`src/rtl/tpu_pkg.sv`:
```
// tpu_pkg: shared types and constants for the TPU v2 control front-end.
//   state_t        - compute sequencer states
//   DEF_*          - default register/region map
//   STAT_* / CMD_* - bit positions inside the status and command words
//   max1()         - clamps an index width to at least one bit
package tpu_pkg;

  typedef enum logic [1:0] {
    IDLE  = 2'd0,
    CLEAR = 2'd1,
    RUN   = 2'd2
  } state_t;

  localparam logic [15:0] DEF_BASE_A    = 16'h0100;
  localparam logic [15:0] DEF_BASE_B    = 16'h0200;
  localparam logic [15:0] DEF_BASE_C    = 16'h0300;
  localparam logic [15:0] DEF_CMD_ADDR  = 16'h0400;
  localparam logic [15:0] DEF_STAT_ADDR = 16'h0408;
  // Performance counter sits at this offset from the command register.
  localparam logic [15:0] PERF_OFFSET   = 16'h0010;

  localparam int STAT_BUSY = 0;
  localparam int STAT_DONE = 1;
  localparam int STAT_ERR  = 2;

  localparam int CMD_START = 0;
  localparam int CMD_ACC   = 1;

  function automatic int max1(input int v);
    return (v < 1) ? 1 : v;
  endfunction

endpackage

```
`src/rtl/tpu_addr_dec.sv`:
```
// tpu_addr_dec: purely combinational decode of the host byte address.
//   addr      in   host byte address
//   hit_a/b/c out  address falls inside the A, B or C row region
//   hit_cmd   out  address equals the command register
//   hit_stat  out  address equals the status register
//   a_row     out  A row index (offset / A row stride)
//   c_row     out  C row index (offset / C row stride)
//   c_word    out  host word within the addressed C row
// Indices are produced for any address; they are only meaningful when the
// matching region hit is asserted. Low offset bits below a row/word stride
// are dropped by the divisions.
module tpu_addr_dec
  import tpu_pkg::*;
#(
  parameter int                DIM       = 8,
  parameter int                BITS_C    = 16,
  parameter int                ADDRW     = 16,
  parameter int                DATAW     = 64,
  parameter int                RW        = 3,
  parameter int                CW        = 1,
  parameter logic [ADDRW-1:0]  BASE_A    = ADDRW'(DEF_BASE_A),
  parameter logic [ADDRW-1:0]  BASE_B    = ADDRW'(DEF_BASE_B),
  parameter logic [ADDRW-1:0]  BASE_C    = ADDRW'(DEF_BASE_C),
  parameter logic [ADDRW-1:0]  CMD_ADDR  = ADDRW'(DEF_CMD_ADDR),
  parameter logic [ADDRW-1:0]  STAT_ADDR = ADDRW'(DEF_STAT_ADDR)
) (
  input  logic [ADDRW-1:0] addr,
  output logic             hit_a,
  output logic             hit_b,
  output logic             hit_c,
  output logic             hit_cmd,
  output logic             hit_stat,
  output logic [RW-1:0]    a_row,
  output logic [RW-1:0]    c_row,
  output logic [CW-1:0]    c_word
);

  localparam logic [ADDRW-1:0] AB_STRIDE = ADDRW'(DATAW / 8);
  localparam logic [ADDRW-1:0] C_STRIDE  = ADDRW'(DIM * BITS_C / 8);
  localparam logic [ADDRW-1:0] AB_SIZE   = ADDRW'(DIM * DATAW / 8);
  localparam logic [ADDRW-1:0] C_SIZE    = ADDRW'(DIM * DIM * BITS_C / 8);

  logic [ADDRW-1:0] a_off, b_off, c_off;
  logic [ADDRW-1:0] a_idx, c_idx, c_widx;
  logic             unused_idx_bits;

  // Offsets wrap to large values below the base, so one unsigned compare
  // covers both ends of each region.
  assign a_off = addr - BASE_A;
  assign b_off = addr - BASE_B;
  assign c_off = addr - BASE_C;

  assign hit_a    = (a_off < AB_SIZE);
  assign hit_b    = (b_off < AB_SIZE);
  assign hit_c    = (c_off < C_SIZE);
  assign hit_cmd  = (addr == CMD_ADDR);
  assign hit_stat = (addr == STAT_ADDR);

  assign a_idx  = a_off / AB_STRIDE;
  assign c_idx  = c_off / C_STRIDE;
  assign c_widx = (c_off % C_STRIDE) / AB_STRIDE;

  assign a_row  = a_idx[RW-1:0];
  assign c_row  = c_idx[RW-1:0];
  assign c_word = c_widx[CW-1:0];

  assign unused_idx_bits = ^{a_idx[ADDRW-1:RW], c_idx[ADDRW-1:RW], c_widx[ADDRW-1:CW]};

endmodule

```
`src/rtl/tpuv2_ctrl.sv`:
```
// tpuv2_ctrl: memory-mapped control front-end for the systolic matmul engine.
//   clk, rst        clock, asynchronous active-high reset
//   r_w/addr/dataIn host access (1 = write), decoded every cycle
//   dataOut         registered read data (1-cycle latency)
//   c_row_data      selected C row from the array, element 0 in LSBs
//   a_wr_en/a_row   A row write strobe and index
//   b_en            B shift strobe
//   c_wr_en/c_row/c_word  C word write strobe and location
//   c_clr           one-cycle clear of all C accumulators
//   sys_en          advance array / A feed one step
//   busy, done      compute in progress / sticky run complete
// Optional build macro TPU_PERF_CNT_EN adds a saturating 32-bit busy-cycle
// counter readable at CMD_ADDR+0x10 (reads 0 when the macro is undefined).
module tpuv2_ctrl
  import tpu_pkg::*;
#(
  parameter int                BITS_AB   = 8,
  parameter int                BITS_C    = 16,
  parameter int                DIM       = 8,
  parameter int                ADDRW     = 16,
  parameter int                DATAW     = 64,
  parameter logic [ADDRW-1:0]  BASE_A    = ADDRW'(DEF_BASE_A),
  parameter logic [ADDRW-1:0]  BASE_B    = ADDRW'(DEF_BASE_B),
  parameter logic [ADDRW-1:0]  BASE_C    = ADDRW'(DEF_BASE_C),
  parameter logic [ADDRW-1:0]  CMD_ADDR  = ADDRW'(DEF_CMD_ADDR),
  parameter logic [ADDRW-1:0]  STAT_ADDR = ADDRW'(DEF_STAT_ADDR)
) (
  input  logic                                       clk,
  input  logic                                       rst,
  input  logic                                       r_w,
  input  logic [ADDRW-1:0]                           addr,
  input  logic [DATAW-1:0]                           dataIn,
  output logic [DATAW-1:0]                           dataOut,
  input  logic [DIM*BITS_C-1:0]                      c_row_data,
  output logic                                       a_wr_en,
  output logic [$clog2(DIM)-1:0]                     a_row,
  output logic                                       b_en,
  output logic                                       c_wr_en,
  output logic [$clog2(DIM)-1:0]                     c_row,
  output logic [max1($clog2(DIM*BITS_C/DATAW))-1:0]  c_word,
  output logic                                       c_clr,
  output logic                                       sys_en,
  output logic                                       busy,
  output logic                                       done
);

  localparam int WORDS   = DIM * BITS_C / DATAW;
  localparam int RW      = $clog2(DIM);
  localparam int CW      = max1($clog2(WORDS));
  localparam int RUN_LEN = 3 * DIM - 2;
  localparam int CNTW    = $clog2(3 * DIM - 1);
  localparam logic [CNTW-1:0] LAST_CNT = CNTW'(RUN_LEN - 1);

  logic hit_a, hit_b, hit_c, hit_cmd, hit_stat, hit_perf;
  logic idle, start_req, start_acc, err_set, err_clr;
  logic unused_data_bits;

  state_t            state_q, state_d;
  logic [CNTW-1:0]   count_q, count_d;
  logic              done_q, done_d;
  logic              err_q, err_d;
  logic [DATAW-1:0]  dataout_q, dataout_d;

  logic [DATAW-1:0]  c_words [WORDS];
  logic [DATAW-1:0]  c_sel;
  logic [DATAW-1:0]  stat_word;
  logic [DATAW-1:0]  perf_rd;

  tpu_addr_dec #(
    .DIM(DIM), .BITS_C(BITS_C), .ADDRW(ADDRW), .DATAW(DATAW), .RW(RW), .CW(CW),
    .BASE_A(BASE_A), .BASE_B(BASE_B), .BASE_C(BASE_C),
    .CMD_ADDR(CMD_ADDR), .STAT_ADDR(STAT_ADDR)
  ) u_dec (
    .addr(addr), .hit_a(hit_a), .hit_b(hit_b), .hit_c(hit_c),
    .hit_cmd(hit_cmd), .hit_stat(hit_stat),
    .a_row(a_row), .c_row(c_row), .c_word(c_word)
  );

  for (genvar gi = 0; gi < WORDS; gi++) begin : g_cword
    assign c_words[gi] = c_row_data[gi*DATAW +: DATAW];
  end
  assign c_sel = c_words[c_word];

  assign idle      = (state_q == IDLE);
  assign busy      = ~idle;
  assign done      = done_q;
  assign dataOut   = dataout_q;

  assign start_req = hit_cmd & r_w & dataIn[CMD_START];
  assign start_acc = start_req & idle;

  // Bus strobes are only honoured while idle; in a run they flag an error.
  assign a_wr_en = idle & r_w & hit_a;
  assign b_en    = idle & r_w & hit_b;
  assign c_wr_en = idle & r_w & hit_c;

  assign err_set = busy & ((r_w & (hit_a | hit_b | hit_c)) | start_req | (~r_w & hit_c));
  assign err_clr = hit_stat & r_w & dataIn[STAT_ERR];

  assign unused_data_bits = ^dataIn[DATAW-1:3];

  always_comb begin
    stat_word            = '0;
    stat_word[STAT_BUSY] = busy;
    stat_word[STAT_DONE] = done_q;
    stat_word[STAT_ERR]  = err_q;
  end

`ifdef TPU_PERF_CNT_EN
  logic [31:0] perf_q, perf_d;

  assign hit_perf = (addr == CMD_ADDR + ADDRW'(PERF_OFFSET));
  assign perf_rd  = DATAW'(perf_q);

  always_comb begin
    perf_d = perf_q;
    if (start_acc)
      perf_d = '0;
    else if (busy && (perf_q != '1))
      perf_d = perf_q + 32'd1;
  end

  always_ff @(posedge clk or posedge rst) begin
    if (rst) perf_q <= '0;
    else     perf_q <= perf_d;
  end
`else
  assign hit_perf = 1'b0;
  assign perf_rd  = '0;
`endif

  always_comb begin
    state_d   = state_q;
    count_d   = count_q;
    done_d    = done_q;
    err_d     = err_q;
    dataout_d = '0;
    c_clr     = 1'b0;
    sys_en    = 1'b0;

    case (state_q)
      IDLE: begin
        if (start_req) begin
          done_d  = 1'b0;
          count_d = '0;
          state_d = dataIn[CMD_ACC] ? RUN : CLEAR;
        end
      end
      CLEAR: begin
        c_clr   = 1'b1;
        state_d = RUN;
      end
      RUN: begin
        sys_en  = 1'b1;
        count_d = count_q + 1'b1;
        // count_q holds the number of sys_en cycles already issued.
        if (count_q == LAST_CNT) begin
          state_d = IDLE;
          done_d  = 1'b1;
        end
      end
      default: state_d = IDLE;
    endcase

    // Set has priority over the write-one-to-clear.
    if (err_set)      err_d = 1'b1;
    else if (err_clr) err_d = 1'b0;

    if (!r_w) begin
      if (hit_c)         dataout_d = busy ? '0 : c_sel;
      else if (hit_stat) dataout_d = stat_word;
      else if (hit_perf) dataout_d = perf_rd;
    end
  end

  always_ff @(posedge clk or posedge rst) begin
    if (rst) begin
      state_q   <= IDLE;
      count_q   <= '0;
      done_q    <= 1'b0;
      err_q     <= 1'b0;
      dataout_q <= '0;
    end else begin
      state_q   <= state_d;
      count_q   <= count_d;
      done_q    <= done_d;
      err_q     <= err_d;
      dataout_q <= dataout_d;
    end
  end

endmodule

```
`config.mk`:
```
export PLATFORM = sky130hd
export DESIGN_NAME = tpuv2_ctrl
export DESIGN_NICKNAME = d
export VERILOG_FILES = /design/src/rtl/tpu_pkg.sv /design/src/rtl/tpu_addr_dec.sv /design/src/rtl/tpuv2_ctrl.sv
export SDC_FILE = /design/constraint.sdc
export NUM_CORES = 1
export LEC_CHECK = 0
export ABC_AREA = 1
export CAP_MARGIN = 20
export CORE_AREA = 3 3 112 114
export DETAILED_ROUTE_END_ITERATION = 12
export DIE_AREA = 0 0 115 117
export PLACE_DENSITY_LB_ADDON = 0.05
export SLEW_MARGIN = 30
export SYNTH_ARGS = -nofsm -noshare
export SYNTH_HDL_FRONTEND = slang
export SYNTH_HIERARCHICAL = 1
export SYNTH_SLANG_ARGS = --single-unit
```
`constraint.sdc`:
```
create_clock -name clk -period 3 [get_ports clk]
set_input_delay 0.6 -clock clk [delete_from_list [all_inputs] [get_ports clk]]
set_output_delay 0.6 -clock clk [all_outputs]
set_load 0.05 [all_outputs]
```
**Word level (Yosys, flattened, before mapping)**

Cells that the tools add are included.

- Add/sub/neg operators: 4
- Multipliers: 0
- Divide/modulo/power cells: 0
- Magnitude comparators: 4
- Eq/ne operators: 7
- Shift-type cells: 0
- Multiplexer cells: 20
- Bitwise operators: 18
- Reductions and logical operators: 6

Operator list:

| operator | count |
|---|---|
| 64-bit two-way mux | 6 |
| 16-bit by 11-bit == test with 1-bit output, second input constant | 2 |
| 16-bit by 7-bit < comparator with 1-bit output, second input constant | 2 |
| 16-bit by 10-bit subtractor with 16-bit output, second input constant | 2 |
| 16-bit by 8-bit < comparator with 1-bit output, second input constant | 1 |
| 16-bit by 9-bit subtractor with 16-bit output, second input constant | 1 |
| 1-bit bitwise AND | 11 |
| 5-bit one-hot mux with 2 select lines | 1 |
| 1-bit two-way mux | 6 |
| 2-bit two-way mux | 3 |
| 2-bit one-hot mux with 3 select lines | 1 |
| 5-bit by 1-bit adder with 5-bit output, second input constant | 1 |
| 5-bit == test, second input constant | 1 |
| 5-bit two-way mux | 1 |
| 1-bit bitwise OR | 4 |
| 2-bit AND reduction | 2 |
| 2-bit nonzero test | 2 |
| 3-bit two-way mux | 1 |
| 3-bit AND reduction | 1 |
| 2-bit by 1-bit == test with 1-bit output, second input constant | 1 |
| 2-bit == test, second input constant | 1 |
| 2-bit greater-or-equal comparator, second input constant | 1 |
| 2-bit logical NOT | 1 |
| 2-bit by 1-bit inequality test with 1-bit output, second input constant | 1 |
| 4 further kinds | 5 |

- Register bits: 73
- Latch bits: 0
- RAM bits: 0
- Bits in read-only memories: 0
- Input port bits: 211
- Output and inout port bits: 78
- Word-level logic and storage cells: 64
- Memories: 0

**Longest topological paths before layout**

- Depth after elaboration: 9
- Depth in mapped cells: 14

**Modules after synthesis**

Netlist, hierarchy kept.

By module, submodules not included:

| module | instances | cells each | area each (um^2) | sequential area each (um^2) |
|---|---|---|---|---|
| tpuv2_ctrl | 1 | 356 | 3,330.7 | 1,826.8 |
| tpu_addr_dec | 1 | 75 | 395.4 | 0.0 |

**Worst setup path after synthesis**

Ideal clock, no wire load.

- Kind: input-to-output
- From: in addr[10]
- To: out b_en
- Arrival: 2.075 ns
- Required time: 2.400 ns
- Slack: 0.325 ns
- Stages on the path: 8
- Path buffers: 0
- Cell sequence: inv_1 > ha_1 > inv_1 > a21oi_1 > nand3_1 > nor3b_2 > inv_1 > nor2_1

- Word-level cells in the longest chain between the ends: 3

RTL lines:

| what | RTL line | source |
|---|---|---|
| from (decl) | tpuv2_ctrl.sv:31 | `input logic [ADDRW-1:0] addr,` |
| 16-bit by 10-bit subtractor with 16-bit output | tpu_addr_dec.sv:50 | `assign b_off = addr - BASE_B;` |
| 16-bit by 7-bit < comparator with 1-bit output | tpu_addr_dec.sv:54 | `assign hit_b = (b_off < AB_SIZE);` |
| named net hit_b | tpuv2_ctrl.sv:54 | `logic hit_a, hit_b, hit_c, hit_cmd, hit_stat, hit_perf;` |
| 1-bit bitwise AND | tpuv2_ctrl.sv:94 | `assign b_en = idle & r_w & hit_b;` |
| to (decl) | tpuv2_ctrl.sv:37 | `output logic b_en,` |

The timed path passes the listed nets, and every way through them passes these cells.

**Worst setup path in the final report**

- From: in addr[9]
- To: out a_wr_en

- Word-level cells in the longest chain between the ends: 3

RTL lines:

| what | RTL line | source |
|---|---|---|
| 16-bit by 9-bit subtractor with 16-bit output | tpu_addr_dec.sv:49 | `assign a_off = addr - BASE_A;` |
| 16-bit by 7-bit < comparator with 1-bit output | tpu_addr_dec.sv:53 | `assign hit_a = (a_off < AB_SIZE);` |
| named net hit_a | tpuv2_ctrl.sv:54 |  |
| 1-bit bitwise AND | tpuv2_ctrl.sv:93 | `assign a_wr_en = idle & r_w & hit_a;` |
| to (decl) | tpuv2_ctrl.sv:35 | `output logic a_wr_en,` |

The timed path passes the listed nets, and every way through them passes these cells.

==> out/metrics.csv <==
metric;value;unit
status;complete, no violations;
die area;13500;µm²
RSZ-0062 raised after global routing;no;
Final Hold Fails;0;
Overall Power;0.00287;W
core footprint;11500;µm²
Yosys warning total;6;
diodes inserted;0;
WP buf/inv;4;
top cells by area, synth;dfrtp_1, nand2_1, a21oi_2;
VDD IR max;268;µV
PortBufs;227;
Crit Path Class;in2out;
Fill cells;1079;
max cap viols;0;
TritonCTS buffer count;9;
Site Rows;39;
Avg Cell Area, Syn;8.65;µm²
P&R area growth vs syn;74.8;%
CTS root buf;clkbuf_16;
largest family of logic cells by synthesized area;simple AND/OR/NAND/NOR gates;
PD cells;440;nW/µm²
register area share after synthesis;0.490;
CTS tree;built;
num ports;289;
CTS Sinks;73;
Starting Density;0.324;
startpoint types;input pin;
Congestion Overflow GR;0;
synthesized net count;647;
CP most frequent cell;nand2_1;
Hold Crit Class;reg2reg;
final worst path period share;0.951;
width of the chip;115;µm
wire length on met3;911;µm
FF+latch count, synth;73;
final setup vio count;0;
slew margin rel.;0.520;
mapped cell area;3730;µm²
maximum clock path buffer count;2;
WP data arrival;2250;ps
mean number of vias per cell;4.61;
cts hold-fix bufs;0;
DR WL/cell;16.3;µm
cells after synthesis;431;
uppermost layer routed;met4;
worst path required time;2400;ps
share of the synthesized netlist area taken by xor and xnor gates;0.00235;
Synth top area share;0.490;
aggregate global-route resource usage;0.188;
Synth cell types;26;
Slew Viols, Final;0;
Fmax achieved;350;MHz
minimum clock period;2850;ps
Setup TNS;0;ps
area leader, netlist;dfrtp_1;
CP endpoint kind;output pin;
CP max-delay cell;clkdlybuf4s50_1;
first-pass GRT wire length;19700;µm
post-synthesis mux area share;0;
critical path, cell by cell;clkdlybuf4s50_1 -> inv_2 -> ha_1 -> nand2_2 -> nand2_2 -> nor2_2 -> nand2_1 -> nand2_1 -> nand2_1 -> nor2_1 -> inv_1 -> nor2_2 -> buf_12;
nets@finish;870;
Adder-Cell Fraction of Synth Area;0.0168;
pin count of the biggest net entering global routing;74;
compound-cell area share of the yosys netlist;0.158;
Least-Margin Pin Slew;720;ps
CTS H-tree lvls;3;
met2 WL post-DR;6700;µm
Post-DRT Antenna Nets;0;
CP top delay family;buffers and inverters;
share of cells above drive strength 1;0.176;
Die Y;117;µm
1st-iter DRT viols;186;
drt first pass iters;4;
Clock Skew;4.99;ps
simple-gate share of the synthesized area;0.257;
Residual DRC;0;
LEAKAGE;2.81;nW
vias in the first global route;3633;
WL met1;5230;µm
Total Routed Length;13100;µm
initial antenna violation count;0;
CP peak stage delay;490;ps
total vias in the final route;3699;
CP Max Fanout;4;
Worst-path clk slew;60;ps
clock latency on the worst-skew pair;330;ps
gpl congestion;0.816;
HPWL after DPL;9590;µm
worst reg2reg max path, cell delays in order, from the launching register on:
cell and delay (ps):
dfrtp_1 370, inv_2 60, nand2_2 130, inv_2 70, nand2_4 100, buf_12 290, a21oi_1 110
final cells by class:
class                           count  area [µm²]  area share
Timing Repair Buffer              239        2420       0.372
Tap cell                          143         179      0.0275
Inverter                           27         101      0.0156
Sequential cell                    73        1830       0.280
Multi-Input combinational cell    304        1640       0.252
Clock buffer                        9         225      0.0346
Clock inverter                      7         118      0.0181
synth_stat cells, drive strengths merged:
cell    number
o21ai        6
a21oi       65
dfrtp       73
clkinv       1
nand4        7
inv         26
buf         21
nand2      165
xnor2        1
clkbuf       6
nand3       23
nor2        22
nor3         3
ha           5
nand3b       5
o21bai       1
nor3b        1
report_power, final:
group	internal, W	total (W)	switching [W]	leakage (nW)
clock network	0.000814	0.00125	0.000440	0.170
registers	0.00103	0.00108	0.0000540	1.01
logic	0.000278	0.000533	0.000255	1.63
state kept, by name, summed over array words and instances (netlist names):
register,cells
count_q,5
dataOut,64
done,1
err_q,1
state_q,2
metrics by stage:
| step | util | hold slack (ps) | instance area [µm²] | cells | setup slack (ps) |
|---|---|---|---|---|---|
| 6_report | 0.566 | 490 | 6520 | 802 | 147 |
| 5_1_grt | 0.566 | 519 | 6520 | 802 | 10.0 |
| 4_1_cts | 0.564 | 494 | 6490 | 802 | 27.3 |
| 3_5_place_dp | 0.534 | 473 | 6150 | 786 | 18.6 |
| 3_3_place_gp | 0.534 | 472 | 6150 | 786 | 59.0 |
| 2_1_floorplan | - | 450 | 3730 | 431 | 325 |
worst paths after layout:
kind | end | from | slack [ps] | cells after the start
setup / recovery | a_wr_en | addr[9] | 150 | 13
hold / removal | err_q | err_q | 490 | 2
setup reg to reg | dataOut[63] | state_q[0] | 1760 | 6
hold reg to reg | err_q | err_q | 490 | 2
max in group asynchronous | dataOut[2] | rst | 1990 | 3
min in group asynchronous | dataOut[10] | rst | 670 | 3
cells in the final DEF (no fill, tap or decap), types with 2 or more instances in the layout:
| cell | netlist | layout |
|---|---|---|
| nand2_1 | 161 | 160 |
| dfrtp_1 | 73 | 73 |
| bufinv_16 | 0 | 3 |
| clkbuf_16 | 0 | 9 |
| nor3_1 | 3 | 2 |
| nand3b_1 | 5 | 5 |
| inv_2 | 7 | 10 |
| buf_12 | 0 | 6 |
| buf_4 | 7 | 9 |
| clkdlybuf4s50_1 | 0 | 223 |
| nand2_2 | 3 | 4 |
| o21ai_1 | 3 | 3 |
| clkinv_2 | 0 | 2 |
| nor2_1 | 18 | 16 |
| ha_1 | 5 | 4 |
| a21oi_2 | 60 | 60 |
| nand4_1 | 7 | 7 |
| a21oi_1 | 5 | 5 |
| nor2_2 | 3 | 5 |
| inv_1 | 19 | 16 |
| o21ai_0 | 3 | 3 |
| nand3_1 | 23 | 23 |
layer usage:
| metal | up-vias | GRT usage |
|---|---|---|
| li1 | 1818 | - |
| met1 | 1736 | 0.231 |
| met2 | 131 | 0.324 |
| met3 | 14 | 0.0494 |
| met4 | 0 | 0.0618 |
| met5 | - | 0 |
logic make-up (layout without fill, tap and decap cells):
| family | after synthesis | count (layout) |
|---|---|---|
| adders and majority gates | 5 | 5 |
| xor gates and xnor gates | 1 | 1 |
| buffers and inverters | 54 | 282 |
| DFF | 73 | 73 |
| and+or+nand+nor | 226 | 226 |
| AOI/OAI and AO/OA | 72 | 72 |
what timing repair did:
item,CTS,global route
endpoints found under the setup margin,1,3
resized for setup,1,7
pin swaps,0,1
buffers inserted,0,0
gates cloned,0,0
(Power assumes the default switching activity.)
==> variant, RTL diff (config.mk and constraints unchanged) <==
The output `dataOut` loses its register stage (`dataout_q` becomes a continuous assignment).
--- a/src/rtl/tpuv2_ctrl.sv
+++ b/src/rtl/tpuv2_ctrl.sv
@@ -181,3 +181,2 @@
       err_q     <= 1'b0;
-      dataout_q <= '0;
     end else begin
@@ -187,3 +186,2 @@
       err_q     <= err_d;
-      dataout_q <= dataout_d;
     end
@@ -191,2 +189,4 @@
 
+  assign dataout_q = dataout_d;
+
 endmodule
Formal check against the unedited RTL: not equivalent (a bounded check fails within 4 cycles, from zero or initial values and one cycle with rst high).
==> variant against the unedited design <==
Worst setup slack got worse by 52 ps. First-iteration DRC count fell by 42%. Synthesized area down 43%. Combinational power grew 24%. Routed wire length decreased by 4.1%. Critical path depth shrank 2. Sequential cell count is 64 lower. Global-route usage down 1.1 points. Die area stayed put. Power is 61% lower. Cell area is 9.7% lower. Sequential share of layout area fell by 24 points. Synthesized cell count shrank 14%. Count of clock-buffer cells in the layout is 6 lower. Largest cell class unchanged.
==> variant: results (changes against the unedited design) <==
Global routing
  • Initial antenna violation count: 1 (was 0)
  • Largest net degree at the start of global routing: 46 (was 74)
  • Gr usage total: 0.178 (was 0.188)
  • First-pass GRT wire length: 19000 µm (was 19700 µm)
  • Vias in the first global route: 3375 (was 3633)

Status
  • Status: finished, final reports clean (unchanged)

Worst setup path
  • Slowest cell on crit path: nor3_4 (was clkdlybuf4s50_1)
  • Maximum fanout along the worst path: 5 (was 4)

Place
  • Placed Cells: 745 (was 786)
  • GP Congestion: 0.808 (was 0.816)
  • Final HPWL DP: 10100 µm (was 9590 µm)

Synthesis
  • Avg Inst Size Synth: 5.79 µm² (was 8.65 µm²)
  • Register area share after synthesis: 0.105 (was 0.490)
  • Most instantiated cells after synthesis: 168 x nand2_1, 60 x a21oi_2, 22 x inv_1, 18 x nand3_1, 17 x nor2_1 (was 161 x nand2_1, 73 x dfrtp_1, 60 x a21oi_2, 23 x nand3_1, 19 x inv_1)
  • Ranking of synthesized cells by area: nand2_1 29%, a21oi_2 25%, dfrtp_1 11% (was dfrtp_1 49%, nand2_1 16%, a21oi_2 14%)

STA
  • Slew @ Worst Pin: 644 ps (was 720 ps)
  • Post-Route Skew: 2.55 ps (was 4.99 ps)

Route
  • Via count: 3321 (was 3699)
  • Met2 wire len: 6290 µm (was 6700 µm)
  • First DRT Iteration DRCs: 108 (was 186)
  • Via/cell ratio: 4.38 (was 4.61)
  • Met1 WL: 4890 µm (was 5230 µm)

Final layout
  • Layout cells sized above 1: 0.328 (was 0.176)
  • Final net count: 833 (was 870)

Clock network
  • Max H-tree Level: 1 (was 3)
  • Clock slew at reported path FFs: 40 ps (was 60 ps)

Power and ir drop
  • Worst vdd ir: 0.569 mV (was 0.268 mV)
variant: cell types whose count changed in the layout (fill, tap and decap cells not counted), moves of 8 or more:
cell | before | now
dfrtp_1 | 73 | 9
buf_12 | 6 | 71
clkdlybuf4s50_1 | 223 | 150
nand2_1 | 160 | 168
a21oi_4 | 0 | 29
a21oi_2 | 60 | 31
buf_4 | 9 | 28
variant: report_power, final:
part	leakage [nW]	internal, mW	switching [mW]	total, mW
Clock	0.0409	0.176	0.0576	0.233
Combinational	2.19	0.320	0.342	0.661
Sequential	0.107	0.164	0.0558	0.220
variant: worst paths after layout:
kind                                to  slack (ps)        from  depth (start not counted)
max                        dataOut[34]          90     addr[9]                         11
min                              err_q         490       err_q                          2
max reg2reg                 count_q[1]        1490  state_q[0]                          5
min reg2reg                      err_q         490       err_q                          2
max in group asynchronous   count_q[2]        2110         rst                          2
min in group asynchronous   count_q[0]         630         rst                          2
variant: logic make-up after synthesis:
group,synth area share
AND/OR/NAND/NOR,0.451
adder cells (fa/ha/maj),0.0292
AO/OA/AOI/OAI,0.274
XOR/XNOR,0.00409
flip-flops,0.105
buffers and inverters,0.137
variant: timing repair:
item | in CTS | in global routing
pin swaps | 7 | 2
setup buffers | 5 | 0
endpoints found under the setup margin | 66 | 66
gates cloned | 5 | 0
resized for setup | 60 | 13
variant: through the flow:
step                      setup TNS [ps]  instance area (µm²)  setup slack, ps
after detailed placement          -16540                 5330             -296
after floorplan                        0                 2140              147
after CTS                              0                 5840             1.06
final                                  0                 5880             94.7
after global placement            -16310                 5330             -290
after global routing               -14.1                 5880            -5.24
variant: metal layers:
metal	up-vias	track usage
met2	120	0.320
met1	1522	0.214
met3	6	0.0607
met4	2	0.0117
li1	1671	-
met5	-	0
variant: area by class of cell:
type,instances,area (µm²)
fill,1109,5630
timing repair buffer,268,3370
multi-input combinational,309,1930
sequential,9,225
tap,143,179
inverter,26,97.6
clock buffer,3,75.1
clock inverter,1,5.00
variant: worst min-delay path: cells and delay by family, from the launching register on:
kind	cells	cell delay [ps]
flip-flops	1	340
AND/OR/NAND/NOR	2	110
